### src/rtl/synaptic_weight_accumulator_pkg.sv
// Shared widths and state encoding for the synaptic weight accumulator.
package synaptic_weight_accumulator_pkg;

   localparam int SWA_INTEGER_WIDTH   = 16;
   localparam int SWA_DATA_WIDTH_FRAC = 32;
   localparam int SWA_DATA_WIDTH      = SWA_INTEGER_WIDTH + SWA_DATA_WIDTH_FRAC;
   localparam int SWA_AXON_ID_WIDTH   = 10;
   localparam int SWA_NEURON_ID_WIDTH = 10;

   typedef enum logic [1:0] {
      ST_IDLE  = 2'd0,
      ST_ACCUM = 2'd1,
      ST_DRAIN = 2'd2,
      ST_DONE  = 2'd3
   } swa_state_e;

endpackage

### src/rtl/saturating_adder.sv
// Signed adder that clamps to the representable range instead of wrapping.
module saturating_adder #(
   parameter int DATA_WIDTH = 48
) (
   input  logic signed [DATA_WIDTH-1:0] a,
   input  logic signed [DATA_WIDTH-1:0] b,
   output logic signed [DATA_WIDTH-1:0] sum
);

   localparam logic signed [DATA_WIDTH-1:0] SAT_MAX = {1'b0, {(DATA_WIDTH-1){1'b1}}};
   localparam logic signed [DATA_WIDTH-1:0] SAT_MIN = {1'b1, {(DATA_WIDTH-1){1'b0}}};

   logic signed [DATA_WIDTH-1:0] raw;
   logic                         pos_ovf;
   logic                         neg_ovf;

   assign raw = a + b;

   // Overflow only possible when both operands share a sign the result lacks
   always_comb begin
      pos_ovf = ~a[DATA_WIDTH-1] & ~b[DATA_WIDTH-1] &  raw[DATA_WIDTH-1];
      neg_ovf =  a[DATA_WIDTH-1] &  b[DATA_WIDTH-1] & ~raw[DATA_WIDTH-1];
      if (pos_ovf)
         sum = SAT_MAX;
      else if (neg_ovf)
         sum = SAT_MIN;
      else
         sum = raw;
   end

endmodule

### src/rtl/synaptic_weight_accumulator.sv
// Accumulates presynaptic weights for one neuron into separate excitatory
// and inhibitory-magnitude sums, reading one weight per accepted spike.
//
//  state    | meaning
//  ---------+------------------------------------------------------------
//  ST_IDLE  | waiting for Start; sums hold their last final values
//  ST_ACCUM | accepting spikes, one weight read per accepted spike
//  ST_DRAIN | last read data in flight, folded into sums at end of cycle
//  ST_DONE  | sums final, Done pulsed for this single cycle
module synaptic_weight_accumulator
   import synaptic_weight_accumulator_pkg::*;
#(
   parameter int INTEGER_WIDTH   = SWA_INTEGER_WIDTH,
   parameter int DATA_WIDTH_FRAC = SWA_DATA_WIDTH_FRAC,
   parameter int DATA_WIDTH      = INTEGER_WIDTH + DATA_WIDTH_FRAC,
   parameter int AXON_ID_WIDTH   = SWA_AXON_ID_WIDTH,
   parameter int NEURON_ID_WIDTH = SWA_NEURON_ID_WIDTH
) (
   input  logic                                     Clock,
   input  logic                                     Reset,
   input  logic                                     Start,
   input  logic [NEURON_ID_WIDTH-1:0]               NeuronID,
   input  logic [AXON_ID_WIDTH:0]                   SpikeCount,
   input  logic                                     SpikeValid,
   input  logic [AXON_ID_WIDTH-1:0]                 SpikeAxonID,
   output logic                                     SpikeReady,
   output logic                                     WeightRdEn,
   output logic [AXON_ID_WIDTH+NEURON_ID_WIDTH-1:0] WeightAddr,
   input  logic signed [DATA_WIDTH-1:0]             WeightData,
   output logic signed [DATA_WIDTH-1:0]             ExWeightSum,
   output logic signed [DATA_WIDTH-1:0]             InWeightSum,
   output logic                                     Busy,
   output logic                                     Done
);

   localparam int CNT_W = AXON_ID_WIDTH + 1;
   localparam logic signed [DATA_WIDTH-1:0] SUM_MAX = {1'b0, {(DATA_WIDTH-1){1'b1}}};
   localparam logic signed [DATA_WIDTH-1:0] SUM_MIN = {1'b1, {(DATA_WIDTH-1){1'b0}}};

   swa_state_e                   state;
   logic [CNT_W-1:0]             spike_cnt;
   logic [NEURON_ID_WIDTH-1:0]   nid_q;
   logic                         rd_pending;
   logic                         done_q;
   logic                         busy_q;
   logic                         accept;
   logic                         start_ok;
   logic signed [DATA_WIDTH-1:0] ex_sum;
   logic signed [DATA_WIDTH-1:0] in_sum;
   logic signed [DATA_WIDTH-1:0] ex_add;
   logic signed [DATA_WIDTH-1:0] in_add;
   logic signed [DATA_WIDTH-1:0] ex_next;
   logic signed [DATA_WIDTH-1:0] in_next;

   assign SpikeReady  = (state == ST_ACCUM) && (spike_cnt != '0);
   assign accept      = SpikeValid & SpikeReady;
   assign start_ok    = Start && (state == ST_IDLE);
   assign WeightRdEn  = accept;
   assign WeightAddr  = accept ? {SpikeAxonID, nid_q} : '0;
   assign ExWeightSum = ex_sum;
   assign InWeightSum = in_sum;
   assign Busy        = busy_q;
   assign Done        = done_q;

   // Route each returned weight to one sum; the most-negative weight has no
   // positive twin, so its magnitude is pinned to the largest sum value
   always_comb begin
      ex_add = '0;
      in_add = '0;
      if (!WeightData[DATA_WIDTH-1])
         ex_add = WeightData;
      else if (WeightData == SUM_MIN)
         in_add = SUM_MAX;
      else
         in_add = -WeightData;
   end

   saturating_adder #(.DATA_WIDTH(DATA_WIDTH)) u_ex_add (
      .a   (ex_sum),
      .b   (ex_add),
      .sum (ex_next)
   );

   saturating_adder #(.DATA_WIDTH(DATA_WIDTH)) u_in_add (
      .a   (in_sum),
      .b   (in_add),
      .sum (in_next)
   );

   // Read data arrives the cycle after the strobe; remember that a read was issued
   always_ff @(posedge Clock or negedge Reset) begin
      if (!Reset)
         rd_pending <= 1'b0;
      else
         rd_pending <= accept;
   end

   // Sum registers: cleared on an honoured Start, updated only by valid read data
   always_ff @(posedge Clock or negedge Reset) begin
      if (!Reset) begin
         ex_sum <= '0;
         in_sum <= '0;
      end else if (start_ok) begin
         ex_sum <= '0;
         in_sum <= '0;
      end else if (rd_pending) begin
         ex_sum <= ex_next;
         in_sum <= in_next;
      end
   end

   // Sequencing FSM with registered Busy/Done
   always_ff @(posedge Clock or negedge Reset) begin
      if (!Reset) begin
         state     <= ST_IDLE;
         spike_cnt <= '0;
         nid_q     <= '0;
         done_q    <= 1'b0;
         busy_q    <= 1'b0;
      end else begin
         case (state)
            ST_IDLE: begin
               done_q <= 1'b0;
               if (Start) begin
                  nid_q     <= NeuronID;
                  spike_cnt <= SpikeCount;
                  busy_q    <= 1'b1;
                  if (SpikeCount != '0) begin
                     state <= ST_ACCUM;
                  end else begin
                     state  <= ST_DONE;
                     done_q <= 1'b1;
                  end
               end
            end
            ST_ACCUM: begin
               if (accept) begin
                  spike_cnt <= spike_cnt - 1'b1;
                  if (spike_cnt == CNT_W'(1))
                     state <= ST_DRAIN;
               end
            end
            ST_DRAIN: begin
               state  <= ST_DONE;
               done_q <= 1'b1;
            end
            ST_DONE: begin
               state  <= ST_IDLE;
               done_q <= 1'b0;
               busy_q <= 1'b0;
            end
            default: begin
               state  <= ST_IDLE;
               done_q <= 1'b0;
               busy_q <= 1'b0;
            end
         endcase
      end
   end

endmodule

### config.mk
export PLATFORM = sky130hd
export DESIGN_NAME = synaptic_weight_accumulator
export DESIGN_NICKNAME = d
export VERILOG_FILES = /design/src/rtl/synaptic_weight_accumulator_pkg.sv /design/src/rtl/saturating_adder.sv /design/src/rtl/synaptic_weight_accumulator.sv
export SDC_FILE = /design/constraint.sdc
export NUM_CORES = 1
export LEC_CHECK = 0
export ABC_AREA = 0
export CORE_AREA = 5 5 192 194
export CTS_CLUSTER_SIZE = 16
export DETAILED_ROUTE_END_ITERATION = 10
export DIE_AREA = 0 0 197 199
export SETUP_SLACK_MARGIN = 0.3
export SYNTH_ARGS = -nofsm -noshare
export SYNTH_HDL_FRONTEND = slang
export SYNTH_SLANG_ARGS = --single-unit
### constraint.sdc
create_clock -name Clock -period 3.22 [get_ports Clock]
set_input_delay 0.644 -clock Clock [delete_from_list [all_inputs] [get_ports Clock]]
set_output_delay 0.644 -clock Clock [all_outputs]
set_load 0.02 [all_outputs]
==> implementation parameters <==
Parameter                              Value

STA
  Finish-stage setup viols ... 49
  RSZ-0062 raised after global routing ... yes
  Relative slew margins ... 0.399
  Worst-margin pin slew ... 0.901 ns
  Worst-case clock skew ... 0.0142 ns
  Worst-case hold slack ... 0.232 ns
  Fmax ... 0.183 GHz
  Worst path setup slack after routing ... -2.26 ns
  Final cycle utilization of the critical path ... 1.70
  Final critical delay including setup and external delays ... 5.48 ns
  Hold violation count in the final report ... 0
  TNS Setup ... -107.28 ns
  Max Slew Vio Count ... 0

GRT
  Antenna violations before repair ... 1
  Largest net degree at the start of global routing ... 60
  First-pass GRT wire length ... 75,300 um
  Overall overflow remaining after global route ... 0
  Tot GR Track Use ... 0.243
  Via count of the first global-routing pass ... 14,016

Worst setup path
  Length in cells of the worst reg-to-reg path ... 13
  Reg-to-Reg End ... InWeightSum[46]
  Data arrival, critical path ... 5.81 ns
  Required @ worst endpoint ... 3.56 ns
  Biggest fanout along the worst timing path ... 11
  Critical path launch point type ... primary input
  Critical register-to-register path startpoint ... InWeightSum[0]
  Worst Setup Path Type ... primary input to register
  Slack of the worst reg-to-reg path ... 0 ns
  CP endpoint kind ... register

Synth
  Flip-flop and latch count after synthesis ... 122
  Yosys top cell area share ... 0.261
  Number of enable-type register cells in the synthesized netlist ... 0
  Adder and majority gate portion of the synthesized area ... 0.115
  Most used flip-flop cell after synthesis ... dfrtp_1
  Top cells by area, synth ... dfrtp_1 26%, ha_1 11%, a21oi_1 7.1%
  Post-synthesis async set-or-reset flop share ... 1.00
  Synthesized cell area ... 11,700 um2
  Avg Cell Area, Syn ... 8.19 um2
  Simple-Gate Fraction of Synth Area ... 0.182
  Number of instances in the synthesized netlist ... 1,429
  Largest family of logic cells by synthesized area ... compound AO/OA/AOI/OAI gates
  Top cell type by total area after synthesis ... dfrtp_1
  Fraction of synthesized area in multiplexers ... 0.0124
  Post-synth net total ... 1,618
  Number of distinct standard cells referenced by the synthesized netlist ... 64
  Seq/Total Area, Yosys ... 0.261
  Area share of xor/xnor cells in the synthesized design ... 0.0928
  YS warnings ... 0
  Post-synthesis compound-gate area fraction ... 0.298

Run
  Maxcap violations ... 0

Detailed routing
  Vias per inst ... 5.39
  DRT Pass-1 Iters ... 5
  Number of remaining DRC errors ... 0
  Final antenna-violating net count ... 0
  DR vias ... 13,861
  Routed wire length ... 49,800 um
  Count of routing violations after the opening detailed-route iteration ... 914
  WL per Instance ... 19.4 um

Finish
  NumNets Final ... 2,284
  Area Growth Syn to Fin ... 75.7%
  Most common cell after layout, fill and taps aside ... buf_4
  Leading cell types in the layout, fill and taps excluded ... 446 x buf_4, 150 x clkdlybuf4s50_1, 119 x dfrtp_1
  Ratio of cells with drive above 1 in the final layout ... 0.398

Floorplanning
  Core outline area ... 35,100 um2
  Row cnt ... 69
  Initial core utilization ... 0.334
  Number of top-level design ports ... 203
  Height of the chip ... 199 um
  Total Die Area ... 39,200 um2
  Chip width ... 197 um

Clocking
  Root cell of the clock tree ... clkbuf_16
  # H-tree levels ... 4
  Number of buffers inserted by hold repair at cts ... 0
  Worst skew pair latency ... 0.46 ns
  Clock tree from TritonCTS ... done
  Inserted Clock Buffers ... 17
  Number of clock sinks ... 122
  Buffer levels on the longest clock path ... 2
  Worst-path clk slew ... 0.07 ns

Power
  Pwr Total ... 14.9 mW
  Power Density ... 726 nW/um2
  Static leakage power ... 9.20 nW
  Worst voltage drop across the vdd grid ... 0.485 mV

Placement
  Post-detailed-placement half-perimeter wirelength ... 35,200 um
  Worst-case setup slack after placement ... -3.16 ns
  Count of port buffers added during placement ... 202
  Final Wtd Congestion ... 0.956

Min path
  Hold Crit Class ... primary input to asynchronous set/reset pin

Run status
  Violations in the final reports ... setup timing
  Run status ... finished with violations
==> critical path, stage by stage <==
cell and delay, ns:
buf_6 0.09, or3_4 0.40, or4_4 0.44, or4_4 0.46, or4_4 0.46, nor3_4 0.13
nand3_2 0.12, nor2_4 0.24, buf_12 0.15, buf_16 0.12, o21a_1 0.19, ha_1 0.22
a21oi_2 0.09, buf_4 0.14, o21ai_1 0.19, nor2_1 0.10, buf_4 0.16, a221oi_2 0.30
a221oi_2 0.13, buf_4 0.15, nor2_1 0.09, o21bai_1 0.11, a31o_2 0.26, xnor2_1 0.12
a221o_1 0.30
==> synthesized netlist by cell type (all sizes together), types with 10 or more instances <==
| library cell | count |
|---|---|
| a31oi | 10 |
| dfrtp | 122 |
| o211ai | 12 |
| o21bai | 17 |
| and2 | 30 |
| mux2 | 12 |
| ha | 104 |
| or4 | 12 |
| o22ai | 13 |
| o21a | 54 |
| nor4 | 16 |
| nand2 | 88 |
| a221o | 47 |
| a21oi | 166 |
| nand4 | 17 |
| nor2b | 57 |
| nor3 | 28 |
| o21ai | 116 |
| xnor2 | 77 |
| a21o | 35 |
| nor2 | 84 |
| nand3 | 34 |
| clkbuf | 66 |
| inv | 48 |
| xor2 | 47 |
==> area by class of cell <==
type	instances	area (um2)
Antenna cell	1	2.50
Clock buffer	18	429
Clock inverter	14	161
Fill cell	2999	14500
Inverter	48	185
Multi-Input combinational cell	1187	9520
Sequential cell	122	3060
Tap cell	461	577
Timing Repair Buffer	719	6630
==> worst max path at each step <==
| stage | start | endpoint | depth (start not counted) |
|---|---|---|---|
| 2_1_floorplan | WeightData[16] | InWeightSum[46] | 20 |
| 3_3_place_gp | WeightData[16] | InWeightSum[40] | 24 |
| 3_5_place_dp | WeightData[15] | InWeightSum[40] | 24 |
| 4_1_cts | WeightData[16] | InWeightSum[33] | 24 |
| 5_1_grt | WeightData[16] | InWeightSum[45] | 25 |
| 6_report | WeightData[16] | InWeightSum[45] | 25 |
==> flip-flops by register name, indices dropped and copies added (netlist names) <==
name	cells
ExWeightSum	48
InWeightSum	48
spike_cnt	11
nid_q	10
state	2
Busy	1
Done	1
rd_pending	1
==> metal layers <==
metal  global-route usage  share of wire  vias up
li1                     -              -     6651
met1                0.304           0.43     6668
met2                0.421           0.49      447
met3               0.0357          0.050       95
met4               0.0940          0.033        0
met5                    0              0        -
==> through the flow <==
stage	cells	cell area [um2]	util
2_1_floorplan	1429	12100	-
3_3_place_gp	2442	17500	0.500
3_5_place_dp	2442	17500	0.500
4_1_cts	2549	20000	0.572
5_1_grt	2570	20600	0.587
6_report	2570	20600	0.587
==> repair_timing <==
| item | 4_1_cts | 5_1_grt |
|---|---|---|
| resized for setup | 337 | 143 |
| hold endpoints to repair | 0 | 0 |
| endpoints found under the setup margin | 118 | 117 |
| gates cloned | 17 | 2 |
| setup buffers | 58 | 18 |
| pin swaps | 96 | 60 |
==> logic make-up after synthesis <==
kind of cell    Yosys count
compound gates          536
simple gates            407
xor+xnor                124
flops                   122
buf+inv                 121
fa+ha+maj               106
mux                      13
==> power by group <==
group	total (mW)	internal [mW]	switching [mW]	leakage [nW]
combinational	10.0	5.12	4.93	7.37
clock	2.01	1.16	0.852	0.291
sequential	2.88	2.17	0.714	1.55
Power figures use the tool's default switching activity.
